$ cat config.mk
export PLATFORM = sky130hd
export DESIGN_NAME = pipelined_datapath
export DESIGN_NICKNAME = d
export VERILOG_FILES = /design/src/rtl/riscv_pkg.sv /design/src/rtl/hazard_unit.sv /design/src/rtl/pipelined_datapath.sv
export SDC_FILE = /design/constraint.sdc
export NUM_CORES = 2
export LEC_CHECK = 0
export ABC_AREA = 0
export CAP_MARGIN = 40
export CORE_MARGIN = 3
export CORE_UTILIZATION = 55
export DETAILED_ROUTE_END_ITERATION = 8
export MAX_ROUTING_LAYER = met4
export PLACE_DENSITY_LB_ADDON = 0.08
export SLEW_MARGIN = 10
export SYNTH_ARGS = -nofsm -noshare
export SYNTH_HDL_FRONTEND = slang
export SYNTH_HIERARCHICAL = 1
export SYNTH_SLANG_ARGS = --single-unit
$ cat constraint.sdc
create_clock -name clk -period 17 [get_ports clk]
set_input_delay 3.4 -clock clk [delete_from_list [all_inputs] [get_ports clk]]
set_output_delay 3.4 -clock clk [all_outputs]
set_load 0.01 [all_outputs]
$ cat src/rtl/riscv_pkg.sv
// riscv_pkg: shared encodings, pipeline register layouts and ALU/immediate helpers for the RV32I datapath.
package riscv_pkg;
  localparam logic [1:0] RESULT_ALU = 2'b00;
  localparam logic [1:0] RESULT_MEM = 2'b01;
  localparam logic [1:0] RESULT_PC4 = 2'b10;
  localparam logic [1:0] FWD_NONE = 2'b00;
  localparam logic [1:0] FWD_W = 2'b01;
  localparam logic [1:0] FWD_M = 2'b10;
  localparam logic [31:0] NOP_INSTR = 32'h0000_0013;
  localparam logic [1:0] IMM_I = 2'b00;
  localparam logic [1:0] IMM_S = 2'b01;
  localparam logic [1:0] IMM_B = 2'b10;
  localparam logic [1:0] IMM_J = 2'b11;
  localparam logic [2:0] ALU_ADD = 3'b000;
  localparam logic [2:0] ALU_SUB = 3'b001;
  localparam logic [2:0] ALU_AND = 3'b010;
  localparam logic [2:0] ALU_OR = 3'b011;
  localparam logic [2:0] ALU_SLT = 3'b101;

  typedef struct packed {
    logic       reg_write;
    logic [1:0] result_src;
    logic       mem_write;
    logic       jump;
    logic       branch;
    logic [2:0] alu_control;
    logic       alu_src;
  } ctrl_t;

  typedef struct packed {
    logic [31:0] instr;
    logic [31:0] pc;
    logic [31:0] pc4;
  } fd_t;

  typedef struct packed {
    ctrl_t       ctrl;
    logic [31:0] rd1;
    logic [31:0] rd2;
    logic [31:0] pc;
    logic [31:0] imm;
    logic [31:0] pc4;
    logic [4:0]  rs1;
    logic [4:0]  rs2;
    logic [4:0]  rd;
  } de_t;

  typedef struct packed {
    logic        reg_write;
    logic [1:0]  result_src;
    logic        mem_write;
    logic [31:0] alu_result;
    logic [31:0] write_data;
    logic [31:0] pc4;
    logic [4:0]  rd;
  } em_t;

  typedef struct packed {
    logic        reg_write;
    logic [1:0]  result_src;
    logic [31:0] alu_result;
    logic [31:0] read_data;
    logic [31:0] pc4;
    logic [4:0]  rd;
  } mw_t;

  function automatic logic [31:0] alu(input logic [2:0] ctl, input logic [31:0] a, input logic [31:0] b);
    return ctl == ALU_SUB ? a - b :
           ctl == ALU_AND ? a & b :
           ctl == ALU_OR  ? a | b :
           ctl == ALU_SLT ? {31'd0, $signed(a) < $signed(b)} : a + b;
  endfunction

  function automatic logic [31:0] extend(input logic [31:7] i, input logic [1:0] s);
    return s == IMM_S ? {{20{i[31]}}, i[31:25], i[11:7]} :
           s == IMM_B ? {{20{i[31]}}, i[7], i[30:25], i[11:8], 1'b0} :
           s == IMM_J ? {{12{i[31]}}, i[19:12], i[20], i[30:21], 1'b0} :
                        {{20{i[31]}}, i[31:20]};
  endfunction
endpackage

$ cat src/rtl/hazard_unit.sv
// hazard_unit: E-stage forwarding selects plus F/D stall and D/E flush for the five-stage pipeline.
module hazard_unit
  import riscv_pkg::*;
#(
  parameter bit FORWARD_EN = 1'b1
) (
  input  logic [4:0] rs1_d,
  input  logic [4:0] rs2_d,
  input  logic [4:0] rs1_e,
  input  logic [4:0] rs2_e,
  input  logic [4:0] rd_e,
  input  logic [4:0] rd_m,
  input  logic [4:0] rd_w,
  input  logic       reg_write_e,
  input  logic       reg_write_m,
  input  logic       reg_write_w,
  input  logic [1:0] result_src_e,
  input  logic       pc_src_e,
  output logic [1:0] fwd_a_e,
  output logic [1:0] fwd_b_e,
  output logic       stall_f,
  output logic       stall_d,
  output logic       flush_d,
  output logic       flush_e
);
  logic raw;

  function automatic logic [1:0] fwd_sel(input logic [4:0] rs, input logic wm, input logic [4:0] rm,
                                         input logic ww, input logic [4:0] rw);
    return !FORWARD_EN ? FWD_NONE :
           (wm && rm != 5'd0 && rm == rs) ? FWD_M :
           (ww && rw != 5'd0 && rw == rs) ? FWD_W : FWD_NONE;
  endfunction

  function automatic logic hit(input logic we, input logic [4:0] rd, input logic [4:0] a, input logic [4:0] b);
    return we && rd != 5'd0 && (rd == a || rd == b);
  endfunction

  always_comb begin
    fwd_a_e = fwd_sel(rs1_e, reg_write_m, rd_m, reg_write_w, rd_w);
    fwd_b_e = fwd_sel(rs2_e, reg_write_m, rd_m, reg_write_w, rd_w);
    raw = FORWARD_EN ? hit(result_src_e == RESULT_MEM, rd_e, rs1_d, rs2_d)
                     : hit(reg_write_e, rd_e, rs1_d, rs2_d) | hit(reg_write_m, rd_m, rs1_d, rs2_d) |
                       hit(reg_write_w, rd_w, rs1_d, rs2_d);
    // a taken branch/jump overrides the hold so fetch redirects immediately
    stall_f = raw & ~pc_src_e;
    stall_d = raw & ~pc_src_e;
    flush_d = pc_src_e;
    flush_e = raw | pc_src_e;
  end
endmodule

$ cat src/rtl/pipelined_datapath.sv
// pipelined_datapath: five-stage RV32I integer datapath with forwarding, load-use stall and branch/jump flush.
module pipelined_datapath
  import riscv_pkg::*;
#(
  parameter int              XLEN       = 32,
  parameter logic [XLEN-1:0] RESET_PC   = '0,
  parameter bit              FORWARD_EN = 1'b1
) (
  input  logic            clk,
  input  logic            reset,
  input  logic [XLEN-1:0] instr_f,
  output logic [XLEN-1:0] pc_f,
  output logic [XLEN-1:0] instr_d,
  input  logic            reg_write_d,
  input  logic [1:0]      result_src_d,
  input  logic            mem_write_d,
  input  logic            jump_d,
  input  logic            branch_d,
  input  logic [2:0]      alu_control_d,
  input  logic            alu_src_d,
  input  logic [1:0]      imm_src_d,
  output logic            mem_write_m,
  output logic [XLEN-1:0] alu_result_m,
  output logic [XLEN-1:0] write_data_m,
  input  logic [XLEN-1:0] read_data_m,
  output logic            stall_o
);
  logic [XLEN-1:0] pc_q, pc_d, pc4_f;
  fd_t fd_q, fd_d;
  de_t de_q, de_d;
  em_t em_q, em_d;
  mw_t mw_q, mw_d;
  logic [31:0] rf [0:31];
  logic [31:0] result_w, src_a, fwd_b_val, src_b, alu_y, pc_target, rd1, rd2;
  logic [4:0] rs1_d, rs2_d;
  logic [1:0] fwd_a, fwd_b;
  logic stall_f, stall_d, flush_d, flush_e, pc_src;

  hazard_unit #(.FORWARD_EN(FORWARD_EN)) u_hazard (
    .rs1_d(rs1_d), .rs2_d(rs2_d), .rs1_e(de_q.rs1), .rs2_e(de_q.rs2),
    .rd_e(de_q.rd), .rd_m(em_q.rd), .rd_w(mw_q.rd),
    .reg_write_e(de_q.ctrl.reg_write), .reg_write_m(em_q.reg_write), .reg_write_w(mw_q.reg_write),
    .result_src_e(de_q.ctrl.result_src), .pc_src_e(pc_src),
    .fwd_a_e(fwd_a), .fwd_b_e(fwd_b),
    .stall_f(stall_f), .stall_d(stall_d), .flush_d(flush_d), .flush_e(flush_e)
  );

  always_comb begin
    pc4_f = pc_q + 32'd4;
    result_w = mw_q.result_src == RESULT_MEM ? mw_q.read_data :
               mw_q.result_src == RESULT_PC4 ? mw_q.pc4 : mw_q.alu_result;
    src_a = fwd_a == FWD_M ? em_q.alu_result : fwd_a == FWD_W ? result_w : de_q.rd1;
    fwd_b_val = fwd_b == FWD_M ? em_q.alu_result : fwd_b == FWD_W ? result_w : de_q.rd2;
    src_b = de_q.ctrl.alu_src ? de_q.imm : fwd_b_val;
    alu_y = alu(de_q.ctrl.alu_control, src_a, src_b);
    pc_target = de_q.pc + de_q.imm;
    pc_src = de_q.ctrl.jump | (de_q.ctrl.branch & (alu_y == 32'd0));
    pc_d = pc_src ? pc_target : stall_f ? pc_q : pc4_f;
    rs1_d = fd_q.instr[19:15];
    rs2_d = fd_q.instr[24:20];
    // write-first: a W-stage write to the register being read is visible in D this cycle
    rd1 = rs1_d == 5'd0 ? 32'd0 : (mw_q.reg_write && mw_q.rd == rs1_d) ? result_w : rf[rs1_d];
    rd2 = rs2_d == 5'd0 ? 32'd0 : (mw_q.reg_write && mw_q.rd == rs2_d) ? result_w : rf[rs2_d];
    fd_d = flush_d ? '{instr: NOP_INSTR, pc: 32'd0, pc4: 32'd0} :
           stall_d ? fd_q : '{instr: instr_f, pc: pc_q, pc4: pc4_f};
    de_d = flush_e ? '0 : '{
      ctrl: '{reg_write: reg_write_d, result_src: result_src_d, mem_write: mem_write_d, jump: jump_d,
              branch: branch_d, alu_control: alu_control_d, alu_src: alu_src_d},
      rd1: rd1, rd2: rd2, pc: fd_q.pc, imm: extend(fd_q.instr[31:7], imm_src_d), pc4: fd_q.pc4,
      rs1: rs1_d, rs2: rs2_d, rd: fd_q.instr[11:7]};
    em_d = '{reg_write: de_q.ctrl.reg_write, result_src: de_q.ctrl.result_src, mem_write: de_q.ctrl.mem_write,
             alu_result: alu_y, write_data: fwd_b_val, pc4: de_q.pc4, rd: de_q.rd};
    mw_d = '{reg_write: em_q.reg_write, result_src: em_q.result_src, alu_result: em_q.alu_result,
             read_data: read_data_m, pc4: em_q.pc4, rd: em_q.rd};
  end

  always_ff @(posedge clk or negedge reset) begin
    if (!reset) begin
      pc_q <= RESET_PC;
      fd_q <= '{instr: NOP_INSTR, pc: 32'd0, pc4: 32'd0};
      de_q <= '0;
      em_q <= '0;
      mw_q <= '0;
    end else begin
      pc_q <= pc_d;
      fd_q <= fd_d;
      de_q <= de_d;
      em_q <= em_d;
      mw_q <= mw_d;
    end
  end

  always_ff @(posedge clk) begin
    if (mw_q.reg_write && mw_q.rd != 5'd0) rf[mw_q.rd] <= result_w;
  end

  assign pc_f = pc_q;
  assign instr_d = fd_q.instr;
  assign mem_write_m = em_q.mem_write;
  assign alu_result_m = em_q.alu_result;
  assign write_data_m = em_q.write_data;
  assign stall_o = stall_f;
endmodule

==> metrics <==
Hold Violations, Final 0; met2 wire length approximately 110 mm; maxcap violations 0; Most used DFF post-synth edfxtp_1; met1 WL 91.25 mm; clk slew on worst S/H paths 60 ps; setup TNS 0 ps; dpl cell area 79600 um2; pin count of the biggest net entering global routing 136; Die Area 141000 um2; DRC Markers 0; Max-slew headroom 37.95%; core area 134500 um2; Worst Path Max Fanout 67; Max Slew Vio Count 0; Final Skew 46.77 ps; post-CTS setup buffers 0; Post-synth top cells edfxtp_1 (1024), mux4_2 (640), dfrtp_1 (504), nor2_1 (312), mux2i_1 (267); synthesized area 75100 um2; largest cells by area after synthesis edfxtp_1 (41%), mux4_2 (19%), dfrtp_1 (17%); setup violators final 0; row cnt 134; WP buf/inv 8; Comb power frac 27.9%; Layout Nets between 5000 and 6000; DR vias approximately 46000; initial antenna violation count 5; first-pass GRT wire length between 300 and 400 mm; Peak VDD IR 0.09469 mV; YS warnings 6; # clock sinks roughly 1500; CTS tree built; DPL Wire Length 143.6 mm; top routing layer in use met4; Psw 0.003934 W; critical path class register to output pin; Seq/Total Area, Yosys 57.84%; vias in the first global route 45580; fmax 75.01 MHz; Final Cycle Share 78.42%; worst skew pair latency between 800 and 900 ps; CTS H-Tree Depth 4; Int Power between 0.007 and 0.008 W; Yosys top cell area share 40.94%; number of DRC markers in iteration 0 5036; Hold-fix buffers, CTS 0; CTS buffer count 160; die height 375.5 um; Ports about 210; final wirelength 226.3 mm; Avg WL per Cell 32.85 um; Slowest-stage cell, CP clkdlybuf4s50_1; Clock power frac approximately 30%; #FFs+latches synth 1531; GRT Resource Usage Total approximately a third; routed vias/inst 6.629; async set-or-reset flop fraction in the synthesized netlist 33.12%; cell mode on critical path buf_4; IO buf count 207; EDFF count, synth between 1000 and 1500; post-synth cell types 96; Hold WC Path Type register to register; routability cong. 0.9711; sequential share of power 42.5%; Clock Path Buffers 3; Filler cells 9778; Avg Cell Area, Syn 15.45 um2; CP endpoint kind output pin; worst path required time 13600 ps; Static Leak 30.25 nW; status completed; Initial Utilization between 50% and 60%; WHS 341.6 ps; top-count cell post-synth edfxtp_1; max incr delay on CP 670 ps; Met3 Routed Length about 18 mm; min Tclk post-route around 13000 ps; Post-CTS Resized 0; DIE WIDTH 375.5 um; Power Total approximately 0.012 W; post-detailed-route count of antenna-violating nets 0; GRT Residual Overflow 0; Worst-Margin Slew slightly above 900 ps; Post-Layout Inst Area 84960 um2; unrepaired setup endpoints after global routing false; post-synth top area cell edfxtp_1; share of layout cells above drive strength 1 23.66%; CP top delay family buffers and inverters; first drt pass iteration count 5; Layout area overhead 13.12%; clk root buf clkbuf_16; Arr. time, crit path slightly below 10000 ps; Sw Ratio 33.09%; power per cell area between 100 and 150 nW/um2; synthesized instance count around 5000; CP Launch Type register
path summary, 6_finish.rpt:
path | startpoint | end | depth (start not counted) | slack, ps
min in group asynchronous | reset | de_q[176]$_DFF_PN0_ | 1 | 2590
max in group asynchronous | reset | instr_d[1]$_DFFE_PN1P_ | 5 | 12480
worst max register to register | em_q[1]$_DFF_PN0_ | de_q[27]$_DFF_PN0_ | 32 | 6750
worst min register to register | em_q[34]$_DFF_PN0_ | mw_q[34]$_DFF_PN0_ | 0 | 340
worst min-delay path | em_q[34]$_DFF_PN0_ | mw_q[34]$_DFF_PN0_ | 0 | 340
worst max-delay path | em_q[1]$_DFF_PN0_ | stall_o | 29 | 3670
sequential cells by signal, indices dropped and copies added (netlist names):
register	count
em_q	40
rf	1024
mem_write_m	1
pc_f	32
alu_result_m	32
instr_d	32
mw_q	104
de_q	172
write_data_m	32
fd_q	62
logic make-up (layout without fill, tap and decap cells):
logic type,Yosys count,in the layout,share of synthesized area (%)
multiplexers,975,975,23.78
AND/OR/NAND/NOR,852,852,5.454
other,1,37,0.004993
buffers and inverters,562,785,3.339
flip-flops,1531,1531,57.84
adder cells (fa/ha/maj),131,131,2.212
AO/OA/AOI/OAI,674,674,5.791
XOR/XNOR,135,135,1.574
area by class of cell:
cell class / count / area, um2 / area share, %
Sequential cell: 1531 / 43490 / 51.18
Timing Repair Buffer: 360 / 3710 / 4.367
Clock inverter: 91 / 944.7 / 1.112
Tap cell: 1768 / 2212 / 2.604
Antenna cell: 5 / 12.51 / 0.01473
Multi-Input combinational cell: 2799 / 29770 / 35.04
Clock buffer: 199 / 4313 / 5.076
Inverter: 135 / 508.0 / 0.5979
power groups by stage:
stage          logic, W  clock network [W]  registers, W
2_1_floorplan   0.00216                  0       0.00489
3_3_place_gp    0.00323                  0       0.00512
3_5_place_dp    0.00328                  0       0.00513
4_1_cts         0.00329            0.00357       0.00505
5_1_grt         0.00357            0.00373       0.00509
6_report        0.00332            0.00351       0.00506
metal layers:
metal / GRT usage [%] / vias up
met5: - / -
met4: 11.06 / 0
met3: 5.811 / 408
met2: 51.31 / 2101
met1: 45.74 / 24040
li1: - / 19110
stage by stage:
step                      worst slack (ps)  std cells  util, %
after floorplan                       7166       4892        -
after global placement                4323       6560    58.75
after detailed placement              4220       6589    59.20
after CTS                             3341       6879    63.11
after global routing                  3100       6885    63.18
final                                 3668       6888    63.18
layout by cell type, fill, tap and decap left out, drive strengths merged, types with 148 or more instances in the layout:
master | netlist | routed
mux2i | 267 | 267
dfrtp | 504 | 504
nand2 | 156 | 156
edfxtp | 1024 | 1024
a21oi | 209 | 209
clkbuf | 247 | 200
nor2b | 181 | 181
buf | 180 | 153
clkdlybuf4s50 | 0 | 206
mux4 | 640 | 640
o21ai | 148 | 148
nor2 | 312 | 312
Note: power is estimated with default switching activity, not from simulation.
